<file path="config.mk">
export PLATFORM = sky130hd
export DESIGN_NAME = mem_wb_elastic_reg_flat
export DESIGN_NICKNAME = d
export VERILOG_FILES = /design/src/rtl/mem_wb_if.sv /design/src/rtl/mem_wb_elastic_reg.sv /design/src/flat_wrapper.sv
export SDC_FILE = /design/constraint.sdc
export NUM_CORES = 1
export LEC_CHECK = 0
export CAP_MARGIN = 10
export CORE_MARGIN = 2
export CORE_UTILIZATION = 36
export CTS_CLUSTER_SIZE = 25
export DETAILED_ROUTE_END_ITERATION = 8
export GPL_TIMING_DRIVEN = 0
export PLACE_DENSITY = 0.59
export SYNTH_ARGS = -nofsm -noshare
export SYNTH_HDL_FRONTEND = slang
export SYNTH_SLANG_ARGS = --single-unit
</file>
<file path="constraint.sdc">
create_clock -name clk -period 3.3 [get_ports clk]
set_clock_uncertainty 0.1 [all_clocks]
set_input_delay 0.33 -clock clk [delete_from_list [all_inputs] [get_ports clk]]
set_output_delay 0.33 -clock clk [all_outputs]
set_load 0.01 [all_outputs]
</file>
<file path="src/rtl/mem_wb_if.sv">
// MEM->WB beat interface: valid/ready handshake plus write-back payload.
//   valid      : beat present (master -> slave)
//   ready      : slave can take the beat (slave -> master)
//   wb_en      : register-file write enable
//   mem_read   : load; WB selects mem_data instead of alu_result
//   alu_result : ALU result / address
//   mem_data   : data memory read data
//   dest       : destination register index
interface mem_wb_if #(
  parameter int unsigned DATA_W = 32,
  parameter int unsigned DEST_W = 4
);
  logic              valid;
  logic              ready;
  logic              wb_en;
  logic              mem_read;
  logic [DATA_W-1:0] alu_result;
  logic [DATA_W-1:0] mem_data;
  logic [DEST_W-1:0] dest;

  modport master (
    output valid, wb_en, mem_read, alu_result, mem_data, dest,
    input  ready
  );

  modport slave (
    input  valid, wb_en, mem_read, alu_result, mem_data, dest,
    output ready
  );
endinterface

</file>
<file path="src/rtl/mem_wb_elastic_reg.sv">
// MEM->WB elastic pipeline register with a 2-entry skid buffer.
// Ports:
//   clk         : rising-edge clock
//   reset       : synchronous reset, active-low
//   flush_i     : synchronous discard of all held beats
//   in_if       : slave side, beats from MEM (in_if.ready = stage can accept)
//   out_if      : master side, beats to WB (wb_en/mem_read gated by valid)
//   occupancy_o : beats held (0, 1 or 2)
// in_ready depends only on the state register, never on out_if.ready.
module mem_wb_elastic_reg #(
  parameter int unsigned DATA_W         = 32,
  parameter int unsigned DEST_W         = 4,
  parameter int unsigned ZERO_ON_BUBBLE = 1
) (
  input  logic             clk,
  input  logic             reset,
  input  logic             flush_i,
  mem_wb_if.slave          in_if,
  mem_wb_if.master         out_if,
  output logic [1:0]       occupancy_o
);

  typedef struct packed {
    logic              wb_en;
    logic              mem_read;
    logic [DATA_W-1:0] alu;
    logic [DATA_W-1:0] mem_data;
    logic [DEST_W-1:0] dest;
  } payload_t;

  typedef enum logic [1:0] {
    EMPTY = 2'd0,
    ONE   = 2'd1,
    TWO   = 2'd2
  } state_e;

  state_e   state_q, state_d;
  payload_t main_q, main_d;
  payload_t skid_q, skid_d;
  payload_t in_beat;
  logic     in_ready;
  logic     out_valid;
  logic     accept;
  logic     drain;

  assign in_beat = '{wb_en:    in_if.wb_en,
                     mem_read: in_if.mem_read,
                     alu:      in_if.alu_result,
                     mem_data: in_if.mem_data,
                     dest:     in_if.dest};

  // Handshake decode straight from the state register (gated while in reset).
  assign in_ready  = (state_q != TWO) & reset;
  assign out_valid = (state_q != EMPTY) & reset;
  assign accept    = in_if.valid & in_ready;
  assign drain     = out_valid & out_if.ready;

  // State and entry registers.
  always_ff @(posedge clk) begin
    if (!reset) begin
      state_q <= EMPTY;
      main_q  <= '0;
      skid_q  <= '0;
    end else begin
      state_q <= state_d;
      main_q  <= main_d;
      skid_q  <= skid_d;
    end
  end

  // Next-state and entry steering.
  always_comb begin
    state_d = state_q;
    main_d  = main_q;
    skid_d  = skid_q;
    if (flush_i) begin
      // Main keeps its data so a non-zeroing bubble still shows the last beat.
      state_d = EMPTY;
    end else begin
      unique case (state_q)
        EMPTY: begin
          if (accept) begin
            main_d  = in_beat;
            state_d = ONE;
          end
        end
        ONE: begin
          if (accept && drain) begin
            main_d = in_beat;
          end else if (accept) begin
            skid_d  = in_beat;
            state_d = TWO;
          end else if (drain) begin
            state_d = EMPTY;
          end
        end
        TWO: begin
          if (drain) begin
            main_d  = skid_q;
            state_d = ONE;
          end
        end
        default: state_d = EMPTY;
      endcase
    end
  end

  // Output decode: controls always gated by valid, payload optionally zeroed.
  logic payload_en;
  assign payload_en = reset & (out_valid | (ZERO_ON_BUBBLE == 0));

  assign in_if.ready        = in_ready;
  assign out_if.valid       = out_valid;
  assign out_if.wb_en       = main_q.wb_en & out_valid;
  assign out_if.mem_read    = main_q.mem_read & out_valid;
  assign out_if.alu_result  = payload_en ? main_q.alu      : '0;
  assign out_if.mem_data    = payload_en ? main_q.mem_data : '0;
  assign out_if.dest        = payload_en ? main_q.dest     : '0;
  assign occupancy_o        = reset ? state_q : 2'd0;

endmodule

</file>
<file path="src/flat_wrapper.sv">
// flat-port wrapper written by rule: the top's interface ports become plain ports
module mem_wb_elastic_reg_flat 
#(
  parameter int unsigned DATA_W         = 32,
  parameter int unsigned DEST_W         = 4,
  parameter int unsigned ZERO_ON_BUBBLE = 1
)
  (clk, reset, flush_i, occupancy_o, in_if_valid, in_if_wb_en, in_if_mem_read, in_if_alu_result, in_if_mem_data, in_if_dest, in_if_ready, out_if_valid, out_if_wb_en, out_if_mem_read, out_if_alu_result, out_if_mem_data, out_if_dest, out_if_ready);
  mem_wb_if #(.DATA_W(DATA_W), .DEST_W(DEST_W)) in_if_i ();
  mem_wb_if #(.DATA_W(DATA_W), .DEST_W(DEST_W)) out_if_i ();
  input  logic clk;
  input  logic reset;
  input  logic flush_i;
  output logic [1:0] occupancy_o;
  input wire logic [$bits(in_if_i.valid)-1:0] in_if_valid;
  input wire logic [$bits(in_if_i.wb_en)-1:0] in_if_wb_en;
  input wire logic [$bits(in_if_i.mem_read)-1:0] in_if_mem_read;
  input wire logic [$bits(in_if_i.alu_result)-1:0] in_if_alu_result;
  input wire logic [$bits(in_if_i.mem_data)-1:0] in_if_mem_data;
  input wire logic [$bits(in_if_i.dest)-1:0] in_if_dest;
  output wire logic [$bits(in_if_i.ready)-1:0] in_if_ready;
  output wire logic [$bits(out_if_i.valid)-1:0] out_if_valid;
  output wire logic [$bits(out_if_i.wb_en)-1:0] out_if_wb_en;
  output wire logic [$bits(out_if_i.mem_read)-1:0] out_if_mem_read;
  output wire logic [$bits(out_if_i.alu_result)-1:0] out_if_alu_result;
  output wire logic [$bits(out_if_i.mem_data)-1:0] out_if_mem_data;
  output wire logic [$bits(out_if_i.dest)-1:0] out_if_dest;
  input wire logic [$bits(out_if_i.ready)-1:0] out_if_ready;
  assign in_if_i.valid = in_if_valid;
  assign in_if_i.wb_en = in_if_wb_en;
  assign in_if_i.mem_read = in_if_mem_read;
  assign in_if_i.alu_result = in_if_alu_result;
  assign in_if_i.mem_data = in_if_mem_data;
  assign in_if_i.dest = in_if_dest;
  assign in_if_ready = in_if_i.ready;
  assign out_if_valid = out_if_i.valid;
  assign out_if_wb_en = out_if_i.wb_en;
  assign out_if_mem_read = out_if_i.mem_read;
  assign out_if_alu_result = out_if_i.alu_result;
  assign out_if_mem_data = out_if_i.mem_data;
  assign out_if_dest = out_if_i.dest;
  assign out_if_i.ready = out_if_ready;
  mem_wb_elastic_reg #(.DATA_W(DATA_W), .DEST_W(DEST_W), .ZERO_ON_BUBBLE(ZERO_ON_BUBBLE)) u_core (.clk(clk), .reset(reset), .flush_i(flush_i), .in_if(in_if_i), .out_if(out_if_i), .occupancy_o(occupancy_o));
endmodule
</file>
==> results of run 1 <==
stage by stage:
| step | power (mW) | hold WS, ns | worst slack (ns) | area, um^2 | instances |
|---|---|---|---|---|---|
| after global placement | 2.15 | 0.341 | 0.0680 | 8050 | 1079 |
| after CTS | 4.10 | 0.353 | 0.0705 | 8640 | 1111 |
| final | 4.07 | 0.352 | 0.288 | 8650 | 1111 |
| after detailed placement | 2.16 | 0.346 | 0.0708 | 8050 | 1079 |
| after floorplan | 1.98 | 0.313 | 1.65 | 6280 | 706 |
| after global routing | 4.21 | 0.365 | 0.133 | 8650 | 1111 |
report_power, final:
part	switching, mW	total, mW	internal [mW]
registers	0.0252	1.79	1.77
clock network	0.732	1.95	1.22
logic	0.150	0.325	0.175
total	0.908	4.07	3.17
registers in the layout (all words and copies together), names as in the netlist:
name	flops
u_core.main_q	70
u_core.state_q	2
u_core.skid_q	70
cells in the final DEF, fill, tap and decap left out, drive strengths merged:
master / n
and3b: 1
nand3: 1
a2111oi: 1
clkbuf: 49
nand2: 211
nand2b: 1
o22ai: 1
o21ai: 1
mux2i: 141
bufinv: 3
buf: 24
and2: 74
a21oi: 71
clkinv: 9
inv: 1
dfxtp: 142
and3: 1
nor2: 2
clkdlybuf4s50: 148
nor2b: 4
what timing repair did:
action | CTS | global route
endpoints found under the setup margin | 0 | 11
endpoints found under the hold margin | 0 | 0
buffers inserted | 0 | 0
resized for setup | 0 | 1
hold buffers | 0 | 0
routing by layer:
metal | track usage [%] | part of all wire (%) | up-vias
met5 | 0 | 0 | -
met4 | 6.54 | 1.5 | 0
met3 | 4.29 | 5.3 | 18
met2 | 29.7 | 47 | 129
met1 | 23.9 | 47 | 2449
li1 | - | - | 2648
synthesized netlist by cell type:
cell type                   instances
sky130_fd_sc_hd__a2111oi_0          1
sky130_fd_sc_hd__a21oi_1           71
sky130_fd_sc_hd__and2_1            74
sky130_fd_sc_hd__and3_1             1
sky130_fd_sc_hd__and3b_1            1
sky130_fd_sc_hd__buf_2              8
sky130_fd_sc_hd__buf_4              8
sky130_fd_sc_hd__buf_6              1
sky130_fd_sc_hd__buf_8              7
sky130_fd_sc_hd__clkbuf_1          29
sky130_fd_sc_hd__dfxtp_1          142
sky130_fd_sc_hd__inv_2              1
sky130_fd_sc_hd__mux2i_1          141
sky130_fd_sc_hd__nand2_1          211
sky130_fd_sc_hd__nand2b_1           1
sky130_fd_sc_hd__nand3_1            1
sky130_fd_sc_hd__nor2_1             2
sky130_fd_sc_hd__nor2b_1            2
sky130_fd_sc_hd__nor2b_2            1
sky130_fd_sc_hd__nor2b_4            1
sky130_fd_sc_hd__o21ai_1            1
sky130_fd_sc_hd__o22ai_1            1
logic make-up (layout without fill, tap and decap cells):
logic type / Yosys count / count (layout) / share of synthesized area [%]
simple gates: 295 / 295 / 21.1
flops: 142 / 142 / 45.3
mux: 141 / 141 / 22.5
compound gates: 74 / 74 / 5.97
buf+inv: 54 / 234 / 5.24
critical path: cells and delay by family:
| family | cells | cell delay (ns) |
|---|---|---|
| buf+inv | 4 | 1.62 |
| simple gates | 2 | 0.64 |
area by class of cell:
class,instances,area [um^2]
clock buffers,20,457
plain buffers,53,325
repair buffers,148,1480
flip-flops and latches,142,2840
clock inverters,12,143
fillers,1649,8530
inverters,1,3.75
well taps,225,282
multi-input cells,510,3110
path summary, 6_finish.rpt:
kind | to | slack [ns] | depth (start not counted)
hold reg to reg | u_core.skid_q[55] | 0.35 | 2
hold / removal | u_core.skid_q[55] | 0.35 | 2
setup / recovery | out_if_dest[0] | 0.29 | 6
setup reg to reg | u_core.skid_q[18] | 1.44 | 5
==> results_tabular.tex, run 1 <==
\begin{tabular}{lr}
\hline
Metric & Value \\
\hline
\multicolumn{2}{l}{\textbf{STA}} \\
Highest achievable clock rate & between 300 and 400 MHz \\
RSZ-0062 raised after global routing & false \\
Worst Max-Slew Pin Slew & 0.639 ns \\
Setup TNS & 0 ns \\
Worst max-slew margin expressed relative to the limit & a little under three fifths \\
Final hold violation count & 0 \\
Final Max Tran Viols & 0 \\
Final setup viols & 0 \\
Min Tclk post-route & roughly 3.0 ns \\
Final critical-path share of the clock period & a little over 90\% \\
\multicolumn{2}{l}{\textbf{Clock network}} \\
Clock sink total & roughly 140 \\
Clock tree from TritonCTS & built \\
Deepest clock path buffer count & 2 \\
Skew-Pair Late Insertion Delay & 0.42 ns \\
Root buffer selected by CTS & sky130\_fd\_sc\_hd\_\_clkbuf\_16 \\
CTS HTree Levels & 4 \\
Number of buffers inserted during clock tree synthesis & 17 \\
Register clock-pin slew on the reported worst setup and hold paths & 0.06 ns \\
\multicolumn{2}{l}{\textbf{Yosys}} \\
Gate Count Post-Synth & just over 700 \\
Largest cells by area after synthesis & sky130\_fd\_sc\_hd\_\_dfxtp\_1 (45\%), sky130\_fd\_sc\_hd\_\_mux2i\_1 (22\%), sky130\_fd\_sc\_hd\_\_nand2\_1 (13\%) \\
Post-synthesis sequential area ratio & a little under half \\
Number of warnings issued by yosys & 0 \\
Average cell area after synthesis & 8.90 um\^{}2 \\
Nets in the synthesized netlist & 781 \\
Summed instance area of the synthesized netlist & $\sim$6300 um\^{}2 \\
Count of distinct cell types in the synthesized netlist & 22 \\
Post-synth top area share & a little under half \\
Library cell with the largest summed area after synthesis & sky130\_fd\_sc\_hd\_\_dfxtp\_1 \\
FF+latch count, synth & between 100 and 150 \\
\multicolumn{2}{l}{\textbf{Global route}} \\
Largest net degree at the start of global routing & 17 \\
Gr usage total & between 10\% and 20\% \\
Number of global-route vias before repair & slightly above 5000 \\
Global-route congestion overflow total & 0 \\
First-pass GRT wire length & between 20000 and 30000 um \\
Antenna violations before repair & 0 \\
\multicolumn{2}{l}{\textbf{Die}} \\
Die X-Extent & 136 um \\
Cell row count & between 40 and 50 \\
Die area & around 19000 um\^{}2 \\
Core area & $\sim$17000 um\^{}2 \\
Count of pins on the block boundary & 149 \\
Die outline height & 136 um \\
Initial Util & between 30 and 40\% \\
\multicolumn{2}{l}{\textbf{Final layout}} \\
Final core utilization & between 50\% and 60\% \\
Nets@finish & roughly 950 \\
Area growth from synthesis to final layout & 37.6\% \\
Share of cells above drive strength 1 & about 6.7\% \\
Antenna diode instance count & 0 \\
\multicolumn{2}{l}{\textbf{Worst hold path}} \\
Critical hold path startpoint & u\_core.skid\_q[55] \\
Hold crit path type & flop to flop \\
\multicolumn{2}{l}{\textbf{Detailed routing}} \\
Number of design-rule violations left by the first detailed-router iteration & between 150 and 200 \\
Total via count in the routed design & 5244 \\
Routed len/inst & roughly 15 um \\
Detailed-route vias per instance & roughly 4.7 \\
Post-detailed-routing wire length & between 15000 and 20000 um \\
Count of antenna-violating nets left after detailed routing & 0 \\
Count of TritonRoute iterations in the first routing pass & 5 \\
Post-route DRC & 0 \\
\multicolumn{2}{l}{\textbf{Outcome}} \\
Run status & finished clean \\
\multicolumn{2}{l}{\textbf{Place}} \\
Total of buffers placed on input and output ports & approximately 150 \\
Post-DP HPWL & $\sim$12000 um \\
Final weighted congestion in routability-driven placement & 0.774 \\
\multicolumn{2}{l}{\textbf{Worst setup path}} \\
Critical Path Fanout Max & 10 \\
Worst setup EP type & output port \\
Worst setup path class & input port to output port \\
Most numerous cell on the critical path & sky130\_fd\_sc\_hd\_\_clkdlybuf4s50\_1 \\
Source of the critical timing path & reset \\
Arr. time, crit path & around 2.6 ns \\
Crit path largest cell delay & 0.54 ns \\
Worst path required time & between 2 and 3 ns \\
Cell at the slowest stage of the critical path & sky130\_fd\_sc\_hd\_\_clkdlybuf4s50\_1 \\
Startpoint of the lowest-slack register-to-register path & u\_core.state\_q[0] \\
Critical path cell sequence & clkdlybuf4s50\_1 -> inv\_2 -> nor2\_2 -> clkbuf\_1 -> and2\_1 -> clkdlybuf4s50\_1 \\
Startpoint types & input port \\
\multicolumn{2}{l}{\textbf{Pwr}} \\
Leakage power & between 3 and 4 nW \\
Max IR drop VDD & 0.000354 V \\
Power per standard cell area & between 400 and 500 nW/um\^{}2 \\
\multicolumn{2}{l}{\textbf{Run}} \\
Total of max-cap violations & 0 \\
\hline
\end{tabular}
Power figures use the tool's default switching activity.
==> run 2, diff against run 1 <==
SETUP_SLACK_MARGIN = 0.5   (was unset)
==> run 2 against run 1 <==
- final cell count unchanged
- setup slack better by 0.34 ns
- clock power about the same
- flip-flop and latch count unchanged
- fmax up 13%
- clock-buffer cell count unchanged
- cell area up 0.22%
==> results_tabular.tex, run 2 (synthesized netlist as in run 1, its figures left out) <==
\begin{tabular}{lr}
\hline
Metric & Value \\
\hline
\multicolumn{2}{l}{\textbf{Outcome}} \\
Run status & finished clean \\
\multicolumn{2}{l}{\textbf{STA}} \\
Min setup slack post-route & 0.628 ns \\
Worst Max-Slew Pin Slew & 0.599 ns \\
Final Max Tran Viols & 0 \\
Final setup viols & 0 \\
Worst max-slew margin expressed relative to the limit & 60.1\% \\
Min Tclk post-route & about 2.7 ns \\
RSZ-0062 raised after global routing & true \\
Setup TNS & 0 ns \\
Final critical-path share of the clock period & between 80 and 90\% \\
Highest achievable clock rate & about 370 MHz \\
Final hold violation count & 0 \\
\multicolumn{2}{l}{\textbf{Final layout}} \\
Biggest registers after layout & u\_core.main\_q (70), u\_core.skid\_q (70), u\_core.state\_q (2) \\
Area growth from synthesis to final layout & 37.9\% \\
Final core utilization & around 50\% \\
Leading cell types in the layout, fill and taps excluded & sky130\_fd\_sc\_hd\_\_nand2\_1 (211), sky130\_fd\_sc\_hd\_\_clkdlybuf4s50\_1 (148), sky130\_fd\_sc\_hd\_\_dfxtp\_1 (142), sky130\_fd\_sc\_hd\_\_mux2i\_1 (141), sky130\_fd\_sc\_hd\_\_and2\_1 (74) \\
Leading cell type in the layout, fill and taps excluded & sky130\_fd\_sc\_hd\_\_nand2\_1 \\
Number of filler instances in the final layout & around 1600 \\
Nets@finish & between 900 and 1000 \\
Antenna diode instance count & 0 \\
Share of cells above drive strength 1 & under 10\% \\
Non-filler instance count after layout & roughly 1100 \\
\multicolumn{2}{l}{\textbf{Detailed routing}} \\
Detailed-route vias per instance & about 4.8 \\
Total via count in the routed design & 5283 \\
Post-route DRC & 0 \\
Routed len/inst & 15.1 um \\
Post-detailed-routing wire length & 16800 um \\
Count of antenna-violating nets left after detailed routing & 0 \\
Count of TritonRoute iterations in the first routing pass & 5 \\
Number of design-rule violations left by the first detailed-router iteration & 170 \\
\multicolumn{2}{l}{\textbf{Pwr}} \\
Max IR drop VDD & about 0.00035 V \\
Post-layout power & 4.08 mW \\
Power per standard cell area & around 470 nW/um\^{}2 \\
Leakage power & $\sim$4.0 nW \\
\multicolumn{2}{l}{\textbf{Clock network}} \\
Number of buffers inserted by post-CTS setup repair & 0 \\
Root buffer selected by CTS & sky130\_fd\_sc\_hd\_\_clkbuf\_16 \\
Register clock-pin slew on the reported worst setup and hold paths & $\sim$0.060 ns \\
CTS HTree Levels & 4 \\
Clock sink total & around 140 \\
Post-CTS Hold Buffers & 0 \\
Number of buffers inserted during clock tree synthesis & 17 \\
Clock tree from TritonCTS & built \\
Skew-Pair Late Insertion Delay & approximately 0.42 ns \\
Deepest clock path buffer count & 2 \\
\multicolumn{2}{l}{\textbf{Worst setup path}} \\
RR Endpoint & u\_core.skid\_q[18] \\
Cell at the slowest stage of the critical path & sky130\_fd\_sc\_hd\_\_clkdlybuf4s50\_1 \\
CP Buf/Inv Count & 4 \\
Path depth of the worst reg2reg path & 5 \\
Startpoint of the lowest-slack register-to-register path & u\_core.state\_q[0] \\
Flop2flop setup slack & 1.44 ns \\
Startpoint types & input port \\
Arr. time, crit path & roughly 2.2 ns \\
Critical path cell sequence & clkdlybuf4s50\_1 -> inv\_2 -> nor2\_4 -> clkbuf\_2 -> and2\_1 -> clkdlybuf4s50\_1 \\
CP endpoint & out\_if\_mem\_data[6] \\
Crit path largest cell delay & 0.55 ns \\
Worst path required time & 2.87 ns \\
Worst setup EP type & output port \\
Cell family contributing the most delay on the critical path & buffers and inverters \\
Source of the critical timing path & reset \\
Most numerous cell on the critical path & sky130\_fd\_sc\_hd\_\_clkdlybuf4s50\_1 \\
Logic depth of the worst path, buffers included & 6 \\
Worst setup path class & input port to output port \\
Critical Path Fanout Max & 10 \\
\multicolumn{2}{l}{\textbf{Die}} \\
Core area & between 15000 and 20000 um\^{}2 \\
Die area & roughly 19000 um\^{}2 \\
Count of pins on the block boundary & roughly 150 \\
Initial Util & 36.6\% \\
Die outline height & approximately 140 um \\
Cell row count & 48 \\
Die X-Extent & between 100 and 150 um \\
\multicolumn{2}{l}{\textbf{Run}} \\
Total of max-cap violations & 0 \\
\multicolumn{2}{l}{\textbf{Place}} \\
DP Worst Slack & between 0.07 and 0.08 ns \\
Final weighted congestion in routability-driven placement & approximately 0.77 \\
Total of buffers placed on input and output ports & about 150 \\
Number of placed instances with taps included & 1079 \\
Post-DP HPWL & approximately 12000 um \\
\multicolumn{2}{l}{\textbf{Global route}} \\
First-pass GRT wire length & approximately 26000 um \\
Antenna violations before repair & 0 \\
Gr usage total & 18.4\% \\
Largest net degree at the start of global routing & 17 \\
Global-route congestion overflow total & 0 \\
Number of global-route vias before repair & between 5000 and 6000 \\
\multicolumn{2}{l}{\textbf{Worst hold path}} \\
Hold crit path type & flop to flop \\
\hline
\end{tabular}
## run 2: cell types whose count changed in the layout (fill, tap and decap cells not counted), sizes merged
cell and change:
buf +2, clkbuf -2
## run 2: repair_timing
action / in CTS / in global routing
gates resized for setup: 11 / 4
hold endpoints to repair: 0 / 0
endpoints found under the setup margin: 74 / 13
## run 2: metrics by stage
step                cell area [um^2]  hold slack [ns]
finish                          8670            0.352
global route                    8670            0.365
CTS                             8660            0.353
detailed placement              8050            0.346
global placement                8050            0.341
floorplan                       6280            0.313
## run 2: cell type report
cell class              instances  area [um^2]  area share (%)
clock inverters                12          143            1.65
multi-input cells             510         3120            36.0
inverters                       1         3.75          0.0433
flip-flops and latches        142         2840            32.8
well taps                     225          282            3.25
plain buffers                  53          339            3.91
clock buffers                  20          457            5.27
repair buffers                148         1480            17.1
## run 2: tightest hold or removal path: stages, from the launching register on
cell	delay (ns)
sky130_fd_sc_hd__dfxtp_1	0.31
sky130_fd_sc_hd__nand2_1	0.05
sky130_fd_sc_hd__a21oi_1	0.05
## run 2: worst min path at each step
stage                                  from                 to  cells after the start
after global placement    u_core.main_q[27]  u_core.main_q[27]                      2
after floorplan                     flush_i  u_core.state_q[1]                      1
after detailed placement  u_core.skid_q[25]  u_core.skid_q[25]                      2
final                      u_core.skid_q[1]   u_core.skid_q[1]                      2
after CTS                 u_core.skid_q[25]  u_core.skid_q[25]                      2
after global routing      u_core.skid_q[66]  u_core.skid_q[66]                      2
## run 2: routing by layer
metal,routed length (um),part of all wire (%),GRT usage [%],vias up
met5,0,0,0,-
met3,731,4.4,4.25,17
met2,7860,47,29.7,117
met4,242,1.4,6.60,0
met1,7930,47,23.9,2498
li1,-,-,-,2651
## run 2: report_power, final
part           switching [mW]  total (mW)  internal [mW]
clock                   0.735        1.95           1.22
sequential             0.0252        1.79           1.77
combinational           0.152       0.328          0.176
total                   0.911        4.08           3.17
